[src/rtl/wishbone_cmd_master.sv]
// Wishbone classic single-transfer master fed by a valid/ready command port.
// Handles slave retry (bounded re-issue) and a per-attempt wait timeout.
module wishbone_cmd_master #(
    parameter int ADDR_WIDTH   = 32,
    parameter int DATA_WIDTH   = 32,
    parameter int SELECT_WIDTH = 4,
    parameter int MAX_RETRIES  = 3,
    parameter int TIMEOUT      = 255
) (
    input  logic                    clk_i,
    input  logic                    reset,
    input  logic                    cmd_valid,
    output logic                    cmd_ready,
    input  logic                    cmd_we,
    input  logic [ADDR_WIDTH-1:0]   cmd_adr,
    input  logic [DATA_WIDTH-1:0]   cmd_dat,
    input  logic [SELECT_WIDTH-1:0] cmd_sel,
    output logic                    rsp_valid,
    output logic [DATA_WIDTH-1:0]   rsp_dat,
    output logic [1:0]              rsp_status,
    output logic                    cyc_o,
    output logic                    stb_o,
    output logic                    we_o,
    output logic [ADDR_WIDTH-1:0]   adr_o,
    output logic [DATA_WIDTH-1:0]   dat_o,
    output logic [SELECT_WIDTH-1:0] sel_o,
    output logic [1:0]              tgd_o,
    input  logic [DATA_WIDTH-1:0]   dat_i,
    input  logic                    ack_i,
    input  logic                    err_i,
    input  logic                    rty_i,
    input  logic [1:0]              tgd_i,
    output logic [1:0]              state_dbg
);

    // Handshakes: a command transfers on a rising edge where cmd_valid && cmd_ready
    // (cmd_ready is high only in IDLE); rsp_valid is a one-cycle pulse with no back-pressure.

    localparam int TW = (TIMEOUT > 0) ? $clog2(TIMEOUT + 1) : 1;
    localparam int RW = (MAX_RETRIES > 0) ? $clog2(MAX_RETRIES + 1) : 1;
    localparam logic [TW-1:0] TIMER_MAX = TW'(TIMEOUT);
    localparam logic [RW-1:0] RETRY_MAX = RW'(MAX_RETRIES);

    localparam logic [1:0] ST_OK      = 2'd0;
    localparam logic [1:0] ST_ERR     = 2'd1;
    localparam logic [1:0] ST_TIMEOUT = 2'd2;
    localparam logic [1:0] ST_RETRY   = 2'd3;

    typedef enum logic [1:0] {
        IDLE    = 2'd0,
        BUS     = 2'd1,
        BACKOFF = 2'd2,
        DONE    = 2'd3
    } state_t;

    state_t          state_q, state_d;
    logic [TW-1:0]   timer_q, timer_d;
    logic [RW-1:0]   retry_q, retry_d;
    logic [1:0]      status_d;
    logic            latch_cmd;
    logic            capture;
    logic            unused_tgd;

    assign unused_tgd = ^tgd_i;
    assign tgd_o      = 2'h0;
    assign state_dbg  = state_q;

    always_ff @(posedge clk_i) begin
        if (reset) begin
            state_q    <= IDLE;
            timer_q    <= '0;
            retry_q    <= '0;
            we_o       <= 1'b0;
            adr_o      <= '0;
            dat_o      <= '0;
            sel_o      <= '0;
            rsp_dat    <= '0;
            rsp_status <= ST_OK;
        end else begin
            state_q    <= state_d;
            timer_q    <= timer_d;
            retry_q    <= retry_d;
            rsp_status <= status_d;
            if (latch_cmd) begin
                we_o  <= cmd_we;
                adr_o <= cmd_adr;
                dat_o <= cmd_dat;
                sel_o <= cmd_sel;
            end
            if (capture) begin
                rsp_dat <= dat_i;
            end
        end
    end

    always_comb begin
        state_d   = state_q;
        timer_d   = timer_q;
        retry_d   = retry_q;
        status_d  = rsp_status;
        latch_cmd = 1'b0;
        capture   = 1'b0;
        cmd_ready = 1'b0;
        cyc_o     = 1'b0;
        stb_o     = 1'b0;
        rsp_valid = 1'b0;
        case (state_q)
            IDLE: begin
                cmd_ready = 1'b1;
                if (cmd_valid) begin
                    latch_cmd = 1'b1;
                    retry_d   = '0;
                    timer_d   = '0;
                    state_d   = BUS;
                end
            end
            BUS: begin
                cyc_o = 1'b1;
                stb_o = 1'b1;
                // Simultaneous terminations resolve as ack > err > rty.
                if (ack_i) begin
                    capture  = 1'b1;
                    status_d = ST_OK;
                    state_d  = DONE;
                end else if (err_i) begin
                    status_d = ST_ERR;
                    state_d  = DONE;
                end else if (rty_i) begin
                    if (retry_q == RETRY_MAX) begin
                        status_d = ST_RETRY;
                        state_d  = DONE;
                    end else begin
                        retry_d = retry_q + 1'b1;
                        state_d = BACKOFF;
                    end
                end else if ((TIMEOUT != 0) && (timer_q == TIMER_MAX)) begin
                    status_d = ST_TIMEOUT;
                    state_d  = DONE;
                end else begin
                    timer_d = timer_q + 1'b1;
                end
            end
            BACKOFF: begin
                timer_d = '0;
                state_d = BUS;
            end
            DONE: begin
                rsp_valid = 1'b1;
                state_d   = IDLE;
            end
            default: state_d = IDLE;
        endcase
    end

endmodule

[config.mk]
export PLATFORM = sky130hd
export DESIGN_NAME = wishbone_cmd_master
export DESIGN_NICKNAME = d
export VERILOG_FILES = /design/src/rtl/wishbone_cmd_master.sv
export SDC_FILE = /design/constraint.sdc
export NUM_CORES = 1
export LEC_CHECK = 0
export CAP_MARGIN = 20
export CORE_MARGIN = 2
export CORE_UTILIZATION = 40
export CTS_BUF_LIST = sky130_fd_sc_hd__clkbuf_4 sky130_fd_sc_hd__clkbuf_8 sky130_fd_sc_hd__clkbuf_16
export CTS_CLUSTER_DIAMETER = 30
export DETAILED_ROUTE_END_ITERATION = 10
export PLACE_DENSITY = 0.81
export SLEW_MARGIN = 20
export SYNTH_ARGS = -nofsm -noshare
export SYNTH_HDL_FRONTEND = slang
export SYNTH_SLANG_ARGS = --single-unit
[constraint.sdc]
create_clock -name clk_i -period 1.94 [get_ports clk_i]
set_input_delay 0.388 -clock clk_i [delete_from_list [all_inputs] [get_ports clk_i]]
set_output_delay 0.388 -clock clk_i [all_outputs]
set_load 0.1 [all_outputs]
==> reports/metrics.cfg <==
[setup_path]
worstPathRequired_ns = 1.55
critPathArrivalTime_ns = 1.44
rrSetupSlack_ns = 0.17
timing.rr.end = retry_q[1]$_SDFFE_PP0P_
cp_max_fo = 8
r2r_cells = 6
r2r_start = retry_q[0]$_SDFFE_PP0P_
path_class = reg -> out
end_kind = primary output
start_kind = flop

[flow_run]
maxCapViolations = 0

[sta]
drv_slew = 0
relSlewSlack_pct = 55.7
fin_tns_setup_ns = 0
fin_worst_skew_ns = 0.0155
whs_ns = 0.292
finalHoldViolations = 0
tightestPinTransition_ns = 0.664
fin_crit_ns = 1.83
timing.fmax_ghz = 0.547
grt_setup_unrepaired = false
fin_crit_sh_pct = 94.3
setup_viol = 0

[floorplan]
initial_core_util_pct = 41.5
coreArea_mm2 = 0.0104
die_height_um = 108
dieArea_mm2 = 0.0117
io_pins = 220
num_rows = 37
die_x_um = 108

[drt]
wl_per_cell_um = 14.4
drt-initial-drc-count = 232
via_per_inst = 4.91
wl_um = 13000
via_count = 4447
drc = 0
drtAntennaViolNets = 0
drt_first_pass_iters = 5

[global_route]
grt_pass1_wl_um = 20100
grt_max_degree = 67
antenna_found_initial = 0
grt_pass1_vias = 4390
grtUsageTotal_pct = 21.8
grt_overflow = 0

[synth]
netlist_area_mm2 = 0.00433
ys.flop_type = dfxtp_1
synth_area_leaders = dfxtp_1 53%, nand2_1 18%, a21oi_1 12%
yosysSeqAreaShare_pct = 53.2
yosys.area.top_type = dfxtp_1
syn_inst = 541
synth_most_common_cell = nand2_1
post_synth.cell_area_avg_um2 = 8.00
synth-edff-count = 0
yosys.cell_types.count = 42
ys_ff_latch = 115
synthArstFlopShare_pct = 0
yosysTopAreaCellShare_pct = 53.2
ys_top_cells_by_count = 207 x nand2_1, 115 x dfxtp_1, 101 x a21oi_1
yosys_warnings = 0

[pwr]
peakVddDrop_v = 0.000697
p_leak_nw = 2.88
power_density_mw_per_mm2 = 1110

[clock_network]
clock_latency_ns = 0.51
cts_tree = done
cts.sinks = 115
cts_inserted_buffers = 17
clockBufferDepth = 2
cts-root-buf = clkbuf_8
h-tree-depth = 4
cts.reportedPaths.clkPinSlew_ns = 0.06

[layout]
areaGrowthSynthToFinish_pct = 63.4
drive_above_1_share_pct = 23.2
nets = 868
diodes = 0
fin_cells = 906

[placement]
dp_hpwl_um = 9180
gp_congestion = 0.822
port_buffers = 215
post-place-cells = 871

[hold_path]
hp-class = in -> reg
hp-start = reset
holdPathStages = 4
hold_end = timer_q[3]$_SDFFE_PP0P_

[status]
status = completed

[routing by layer]
metal	global-route usage (%)	share of wire, %	vias up
met5	0	0	-
met4	8.15	1.6	0
met3	7.35	7.8	21
met2	39.3	51	173
met1	23.7	39	2048
li1	-	-	2205
[power breakdown]
part | internal, mW | switching [mW]
Clock | 2.12 | 1.14
Sequential | 2.50 | 0.0742
Combinational | 0.554 | 1.43
[how the worst max path moves through the flow]
stage                              endpoint  slack [ns]  cells after the start                      start
global route        retry_q[1]$_SDFFE_PP0P_        0.04                      6    retry_q[0]$_SDFFE_PP0P_
CTS                                   stb_o        0.01                      3  state_dbg[1]$_SDFFE_PP0P_
global placement    timer_q[6]$_SDFFE_PP0P_       -0.09                      6                      err_i
floorplan            dat_o[10]$_SDFFE_PP0P_        0.02                      8  state_dbg[0]$_SDFFE_PP0P_
finish                                stb_o        0.11                      3  state_dbg[1]$_SDFFE_PP0P_
detailed placement  timer_q[6]$_SDFFE_PP0P_       -0.21                      6                      err_i
[metrics by stage]
step | setup WS [ns] | power (mW) | area [µm²] | util [%]
final | 0.112 | 7.82 | 7070 | 67.9
after global routing | 0.0384 | 8.10 | 7070 | 67.9
after CTS | 0.0132 | 7.87 | 7060 | 67.7
after detailed placement | -0.207 | 4.60 | 6420 | 61.6
after global placement | -0.0937 | 4.56 | 6420 | 61.6
after floorplan | 0.0199 | 4.02 | 4360 | -
[timing repair]
action	4_1_cts	5_1_grt
setup buffers	1	2
setup endpoints to repair	2	2
resized for setup	1	1
hold buffers	0	0
[cell families (layout without fill, tap and decap cells)]
group                      after synthesis  after routing  synth area share, %
other                                    1              2               0.0866
DFF                                    115            115                 53.2
and+or+nand+nor                        243            243                 23.1
muxes                                    3              3                0.752
buffers and inverters                   45            273                 5.58
adders and majority gates                2              2                0.578
AOI/OAI and AO/OA                      132            132                 16.7
[placed cells by master, fill, tap and decap left out, drive strengths merged, types with 5 or more instances in the layout]
master	instances
o21ai	10
dfxtp	115
inv	10
nand2	207
buf	130
nor2	10
a31oi	5
a21oi	101
clkbuf	18
clkdlybuf4s50	105
[registers in the layout (all words and copies together) (netlist names)]
| name | flops |
|---|---|
| retry_q | 2 |
| we_o | 1 |
| sel_o | 4 |
| rsp_status | 2 |
| dat_o | 32 |
| timer_q | 8 |
| rsp_dat | 32 |
| adr_o | 32 |
| state_dbg | 2 |
[final cells by class]
| type | count | area, µm² |
|---|---|---|
| tap | 136 | 170 |
| timing repair buffer | 235 | 2140 |
| fill | 840 | 3340 |
| inverter | 6 | 27.5 |
| clock buffer | 18 | 422 |
| clock inverter | 14 | 201 |
| multi-input combinational | 382 | 1800 |
| sequential | 115 | 2310 |
[critical path, cell delays in order (launching register included)]
cell	delay [ns]
dfxtp_4	0.36
or2b_4	0.29
inv_6	0.10
buf_12	0.18
No activity file was read; power rests on OpenSTA's default activity.
